==> config.mk <==
export PLATFORM = sky130hd
export DESIGN_NAME = glyph_ram
export DESIGN_NICKNAME = d
export VERILOG_FILES = /design/src/rtl/glyph_ram.sv
export SDC_FILE = /design/constraint.sdc
export NUM_CORES = 1
export LEC_CHECK = 0
export ABC_AREA = 1
export CORE_UTILIZATION = 45
export CTS_CLUSTER_DIAMETER = 100
export DETAILED_ROUTE_END_ITERATION = 7
export PLACE_DENSITY = 0.66
export SYNTH_ARGS = -nofsm -noshare
export SYNTH_HDL_FRONTEND = slang
export SYNTH_SLANG_ARGS = --single-unit
==> constraint.sdc <==
create_clock -name clock -period 1.9 [get_ports clock]
set_input_delay 0.57 -clock clock [delete_from_list [all_inputs] [get_ports clock]]
set_output_delay 0.57 -clock clock [all_outputs]
set_load 0.01 [all_outputs]
==> src/rtl/glyph_ram.sv <==
// glyph_ram: register-based glyph bitmap store with a 2-stage pixel read pipe, row writes and a serial glyph loader.
module glyph_ram #(
  parameter int GW = 3,
  parameter int GH = 5,
  parameter int NGLYPH = 4,
  localparam int XW = (GW > 1) ? $clog2(GW) : 1,
  localparam int YW = (GH > 1) ? $clog2(GH) : 1,
  localparam int GIW = (NGLYPH > 1) ? $clog2(NGLYPH) : 1
) (
  input  logic           clock,
  input  logic           rst_n,
  input  logic           rd_en,
  input  logic [GIW-1:0] rd_glyph,
  input  logic [XW-1:0]  rd_x,
  input  logic [YW-1:0]  rd_y,
  output logic           data_out,
  output logic           rd_valid,
  input  logic           wr_en,
  input  logic [GIW-1:0] wr_glyph,
  input  logic [YW-1:0]  wr_row,
  input  logic [GW-1:0]  wr_data,
  input  logic           ld_start,
  input  logic [GIW-1:0] ld_glyph,
  input  logic           ld_valid,
  input  logic           ld_bit,
  output logic           ld_busy,
  output logic           ld_done
);
  typedef enum logic [1:0] {IDLE, LOAD, DONE} state_t;
  localparam int NB = GW * GH;
  localparam int CW = $clog2(NB + 1);
  function automatic logic [GW-1:0] pat();
    for (int c = 0; c < GW; c++) pat[c] = (c % 2 == 0);
  endfunction
  localparam logic [GW-1:0] PAT = pat();
  logic [GW-1:0]  mem_q [NGLYPH][GH];
  logic [GW-1:0]  mem_d [NGLYPH][GH];
  state_t         state_q, state_d;
  logic [CW-1:0]  cnt_q, cnt_d;
  logic [GIW-1:0] ldg_q, ldg_d;
  logic [GW-1:0]  row_q, row_d, sh;
  logic [XW-1:0]  col_q, col_d;
  logic           xok_q, xok_d, v1_q, v1_d, data_q, data_d, valid_q, valid_d;
  assign sh = row_q >> col_q;
  always_comb begin
    mem_d = mem_q;
    state_d = state_q;
    cnt_d = cnt_q;
    ldg_d = ldg_q;
    row_d = '0;
    for (int g = 0; g < NGLYPH; g++)
      for (int r = 0; r < GH; r++)
        if (rd_glyph == GIW'(g) && rd_y == YW'(r)) row_d = mem_q[g][r];
    for (int g = 0; g < NGLYPH; g++)
      for (int r = 0; r < GH; r++)
        if (wr_en && state_q != LOAD && wr_glyph == GIW'(g) && wr_row == YW'(r)) mem_d[g][r] = wr_data;
    // loader bit cnt maps row-major to row cnt/GW, column cnt%GW
    for (int g = 0; g < NGLYPH; g++)
      for (int r = 0; r < GH; r++)
        for (int c = 0; c < GW; c++)
          if (state_q == LOAD && ld_valid && ldg_q == GIW'(g) && cnt_q == CW'(r * GW + c)) mem_d[g][r][c] = ld_bit;
    col_d = rd_x;
    xok_d = int'(rd_x) < GW;
    v1_d = rd_en;
    data_d = v1_q ? (xok_q & sh[0]) : data_q;
    valid_d = v1_q;
    case (state_q)
      IDLE: if (ld_start && int'(ld_glyph) < NGLYPH) begin
        state_d = LOAD;
        cnt_d = '0;
        ldg_d = ld_glyph;
      end
      LOAD: if (ld_valid) begin
        cnt_d = cnt_q + CW'(1);
        state_d = (cnt_q == CW'(NB - 1)) ? DONE : LOAD;
      end
      default: state_d = IDLE;
    endcase
  end
  always_ff @(posedge clock) begin
    if (!rst_n) begin
      for (int g = 0; g < NGLYPH; g++)
        for (int r = 0; r < GH; r++) mem_q[g][r] <= PAT;
      state_q <= IDLE;
      cnt_q <= '0;
      ldg_q <= '0;
      row_q <= '0;
      col_q <= '0;
      xok_q <= 1'b0;
      v1_q <= 1'b0;
      data_q <= 1'b0;
      valid_q <= 1'b0;
    end else begin
      mem_q <= mem_d;
      state_q <= state_d;
      cnt_q <= cnt_d;
      ldg_q <= ldg_d;
      row_q <= row_d;
      col_q <= col_d;
      xok_q <= xok_d;
      v1_q <= v1_d;
      data_q <= data_d;
      valid_q <= valid_d;
    end
  end
  assign data_out = data_q;
  assign rd_valid = valid_q;
  assign ld_busy = state_q == LOAD;
  assign ld_done = state_q == DONE;
endmodule

=== After elaboration in Yosys (flattened, before gate mapping) ===
Cells that the tools add are included.
W data, S select, Z words.

* Magnitude comparators: 1
* Multipliers: 0
* Multiplexer cells: 107
* Reductions and logical operators: 181
* Equality and inequality tests: 36
* Shifts and indexed selects: 1
* Bitwise logic cells: 1
* Add/sub/neg operators: 1
* Div/mod/pow operators: 0

{| class="wikitable"
|+ Operators with widths
! operator !! count
|-
| $reduce_bool A2 Y1 || 61
|-
| $mux W3 || 40
|-
| $logic_and A1 B1 Y1 || 110
|-
| $mux W1 || 60
|-
| $eq A4 B4 Y1 const B || 7
|-
| $eq A4 B3 Y1 const B || 4
|-
| $eq A2 B2 Y1 const B || 7
|-
| $eq A3 B2 Y1 const B || 4
|-
| $eq A2 B1 Y1 const B || 4
|-
| $eq A4 B2 Y1 const B || 2
|-
| $logic_not A2 Y1 || 4
|-
| $mux W4 || 2
|-
| $pmux W4 S2 || 1
|-
| $eq A3 B1 Y1 const B || 2
|-
| $eq A3 B3 Y1 const B || 2
|-
| $logic_not A3 Y1 || 2
|-
| $mux W2 || 3
|-
| $add A4 B1 Y4 const B || 1
|-
| $eq A4 B1 Y1 const B || 1
|-
| $logic_not A4 Y1 || 1
|-
| $ne A2 B2 Y1 const B || 2
|-
| $pmux W2 S2 || 1
|-
| $reduce_and A2 Y1 || 2
|-
| $reduce_and A3 Y1 || 1
|-
| other kinds (4) || 4
|}

* Output and inout port bits: 4
* ROM bits: 0
* Memories kept: 0
* Latch bits: 0
* Bits in writable memories: 0
* Bits in registers: 77
* Input port bits: 24

=== Logic depth before layout (Yosys ltp) ===
* Word-level depth: 22
* Depth in mapped cells: 16

=== Worst setup path before layout ===
OpenSTA, ideal clock, no wires.

* Path kind: input to register
* Start point: in rd_y[0]
* End point: reg row_q[2]
* Data required time: 1.768 ns
* Arrival time: 1.754 ns
* Setup slack: 0.014 ns
* Path buffers: 1
* Stages: 15
* Path through: buf_2 -> inv_2 -> nand3_1 -> nor2_1 -> inv_1 -> o21ai_0 -> inv_1 -> nand2_1 -> nand4_1 -> nand2_1 -> nand4_1 -> nand2_1 -> nand4_1 -> nand2_1 -> a21oi_1

* Cells in the longest elaborated chain, start to end: 22
* Elaborated cells between the ends (all ways): 45

{| class="wikitable"
|+ Ends and longest elaborated chain
! what !! RTL line !! RTL
|-
| start: declaration || 15 || <nowiki>input logic [YW-1:0] rd_y,</nowiki>
|-
| $logic_not A3 Y1 || 53 || <nowiki>if (rd_glyph == GIW'(g) && rd_y == YW'(r)) row_d = mem_q[g][r];</nowiki>
|-
| $logic_and A1 B1 Y1 || 53 ||
|-
| $mux W3 (19 in series) || 53 ||
|-
| $mux W3 (*) || 53 ||
|-
| end signal: assignment || 98 || <nowiki>row_q <= row_d;</nowiki>
|-
| end: declaration || 41 || <nowiki>logic [GW-1:0] row_q, row_d, sh;</nowiki>
|}

Mark *: on every way between the ends. The rest lies on a longest branch, timed or not.
A chain may end at the register's enable or synchronous reset.

=== Final worst setup path ===
* Start point: in ld_valid
* End point: reg mem_q[45] (netlist bit)

* Cells in the longest elaborated chain, start to end: 4
* Elaborated cells between the ends (all ways): 5

{| class="wikitable"
|+ Ends and longest elaborated chain
! what !! RTL line !! RTL
|-
| start: declaration || 24 || <nowiki>input logic ld_valid,</nowiki>
|-
| $logic_and A1 B1 Y1 (*) (3 in series) || 61 || <nowiki>if (state_q == LOAD && ld_valid && ldg_q == GIW'(g) && cnt_q == CW'(r * GW + c)) mem_d[g][r][c] = ld_bit;</nowiki>
|-
| $mux W1 / $reduce_bool A2 Y1 (equally long branches) || - ||
|-
| end signal: assignment || 94 || <nowiki>mem_q <= mem_d;</nowiki>
|-
| end: declaration || 36 || <nowiki>logic [GW-1:0] mem_q [NGLYPH][GH];</nowiki>
|}

Marks and branches as above.

==> run summary <==
Clock root buffer: clkbuf_8
XOR/XNOR Fraction of Synth Area: 0%
N_diodes: 0
Place WS: -0.4973 ns
Synth Area in Compound Gates: 22.28%
GP Congestion: 0.9552
DRT antenna net count: 0
Fmax: 532.2 MHz
R2r worst-path depth: 12
Ranking of synthesized cells by area: dfxtp_1 (34%), nor2_1 (10%), nand2_1 (9.9%)
Post-synth EDFFs: 0
Placed insts: 916
Maximum root-to-sink buffer count: 2
TritonCTS clock tree: built
Final hold slack: 0.4454 ns
CP Cell Sequence: clkdlybuf4s50_1 > inv_1 > nor2_8 > inv_4 > nor3_4 > inv_4 > nor2_1 > inv_1 > a31oi_1 > nand2_1
Worst endpoint required time: 2.15 ns
Distinct cells, synth: 39
Final core utilization: 61.56%
DRT Pass-1 Iters: 5
Share of the synthesized area in the top cell type: 33.97%
Layout cells sized above 1: 21.79%
Tot Pwr: 3.552 mW
Largest family of logic cells by synthesized area: simple AND/OR/NAND/NOR gates
FP Rows: 36
Critical path type: input pin to register
Vias post-DR: 5261
Worst Setup Slack, final: 0.02107 ns
Placed instance area: 5630 µm²
Largest net degree at the start of global routing: 31
Worst Hold End: rd_valid$_SDFF_PN0_
Vias in the first global route: 4952
Wire per inst: 17.52 µm
Worst Setup End Kind: register
Vias per cell: 5.621
Setup violations, final: 0
Path length in cells of the critical path: 10
Asr flop ratio synth: 0%
Boundary Pins: 28
Area grow syn2layout: 32.59%
Syn avg cell area: 6.596 µm²
Total CTS buffers: 9
CP Data Arrival Time: 2.13 ns
Global-route wire length before repair: 25.62 mm
Startpoint types: input pin
Post-Synth Simple-Gate Area: 30.11%
Hold depth: 2
Initial drt markers: 440
Final instance area: 6017 µm²
# H-tree levels: 3
DP HPWL: 12.43 mm
Post-route insts no fill: 936
Status: finished clean
Setup TNS: 0 ns
Crit share post-route: 98.89%
Port-buffer cells: 27
Die area: 10490 µm²
CP max stage delay: 0.45 ns
Antenna violations before repair: 0
Clk slew on worst S/H paths: 0.09 ns
Adder-Cell Fraction of Synth Area: 1.103%
Crit Path Max Fanout: 18
Worst min path class: register to register
Syn_nets: 716
Initial core utilization: 46.43%
RSZ-0062 raised after global routing: yes
Post-Syn Area: 4538 µm²
Total GRT Usage: 32.86%
Final Skew: 0.01137 ns
Worst path slowest cell: clkdlybuf4s50_1
Die height: 102.4 µm
CP top delay family: buffers and inverters
Post-synthesis cell count: 688
Remaining global-route overflow: 0
Core Box Area: 9774 µm²
Hold Violations, Final: 0
DRC errors left: 0
Mux cell area share after synthesis: 0%
VDD IR max: 0.4765 mV
Nets@finish: 826
Slew Limit Fails: 0
Final min period: 1.879 ns
CTS Hold Bufs: 0
Clk_lat worst skew: 0.37 ns
Reg2Reg Setup Slack: 0.10 ns
Yosys warning count: 0
Ys flop type: dfxtp_1
Hold path startpoint: v1_q$_SDFF_PN0_
#FFs+latches synth: 77
Final WL: 16.40 mm
Max-cap viol count: 0
Slew HR: 69.77%
P per Cell Area: 590.3 nW/µm²
Leak: 2.462 nW
Leading area contributor after synthesis: dfxtp_1
Die W: 102.4 µm
CTS Sinks: 77
Worst-Margin Slew: 0.4507 ns
R2R Path End: mem_q[14]$_SDFFE_PN1P_
Sum of buffers and inverters on the critical path: 5
R2r startpoint: state_q[0]$_SDFFE_PN0P_
Register area share after synthesis: 33.97%
[state kept, by name, summed over array words and instances (netlist names)]
register,flops
cnt_q,4
col_q,2
data_out,1
ldg_q,2
mem_q,60
rd_valid,1
row_q,3
state_q,2
v1_q,1
xok_q,1
[cell usage in the layout, fill, tap and decap left out, types with 6 or more instances in the layout]
cell type          n
nor2_1           103
nand2_1          119
buf_12             6
buf_4             87
clkdlybuf4s50_1   14
inv_4              6
inv_2             10
nor2_2            16
nor2_4             8
a31oi_1           16
o311ai_1          12
clkbuf_8           9
a21oi_1           33
inv_1            102
nor3_1             9
o221ai_1          19
o21ai_0           24
nand3_1           14
nand4_1           22
o211ai_1           6
nor3_2             6
o22ai_1           27
dlymetal6s2s_1     6
dfxtp_1           76
[worst reg2reg max path: stages (launching register included)]
cell and delay [ns]:
dfxtp_1 0.39, inv_2 0.07, nor2_4 0.13, inv_4 0.07, nand2_4 0.10, nor3_2 0.04, buf_4 0.14, clkinvlp_4 0.13
nor2_2 0.05, buf_4 0.16, o22ai_1 0.10, a21oi_1 0.06, a311o_1 0.27
[synth_stat cells (3+ instances only)]
cell	n
o22ai_1	27
clkbuf_1	18
dfxtp_1	77
inv_1	110
o221ai_1	19
a31oi_1	16
nand3_1	15
o311ai_0	7
nor3_1	14
a21oi_1	33
inv_2	7
nor2_1	121
o21ai_0	25
nor3_4	4
ha_1	4
a211oi_1	3
nor2_2	4
o311ai_1	7
buf_2	4
o211ai_1	6
nand2_1	120
nand4_1	22
[kinds of logic (layout without fill, tap and decap cells)]
group                      after synthesis  in the layout
and+or+nand+nor                        309            309
AOI/OAI and AO/OA                      153            153
buffers and inverters                  145            260
DFF                                     77             77
adders and majority gates                4              4
[what timing repair did]
| item | in CTS | in global routing |
|---|---|---|
| cloned | 1 | 0 |
| setup endpoints to repair | 11 | 49 |
| pin swaps | 2 | 5 |
| resized for setup | 18 | 57 |
| buffers inserted | 1 | 2 |
[where the power goes]
group          leakage [nW]  switching [mW]  internal [mW]
combinational          1.73           0.326          0.220
sequential            0.626          0.0278           1.65
clock                 0.106           0.705          0.628
[how the worst max path moves through the flow]
stage | startpoint | endpoint | slack [ns]
2_1_floorplan | rd_y[0] | row_q[2]$_SDFF_PN0_ | 0.01
3_3_place_gp | rd_y[1] | row_q[0]$_SDFF_PN0_ | -0.47
3_5_place_dp | rd_glyph[0] | row_q[2]$_SDFF_PN0_ | -0.50
4_1_cts | wr_glyph[0] | mem_q[43]$_SDFFE_PN0P_ | -0.01
5_1_grt | ld_valid | mem_q[45]$_SDFFE_PN1P_ | -0.12
6_report | ld_valid | mem_q[45]$_SDFFE_PN1P_ | 0.02
[per-layer routing]
| metal | track usage, % | vias to the layer above | share of wire (%) |
|---|---|---|---|
| met5 | 0 | - | 0 |
| met4 | 16.37 | 0 | 4.6 |
| met1 | 41.93 | 2408 | 40 |
| li1 | - | 2535 | - |
| met2 | 53.79 | 264 | 46 |
| met3 | 5.062 | 54 | 9.3 |
[cell type report]
cell class                      count  area [µm²]
Sequential cell                    77        1543
Fill cell                         965        3757
Clock buffer                        9       123.9
Tap cell                          133       166.4
Clock inverter                      7       81.33
Inverter                          121       473.0
Multi-Input combinational cell    466        2552
Timing Repair Buffer              123        1077
(Power assumes the default switching activity.)
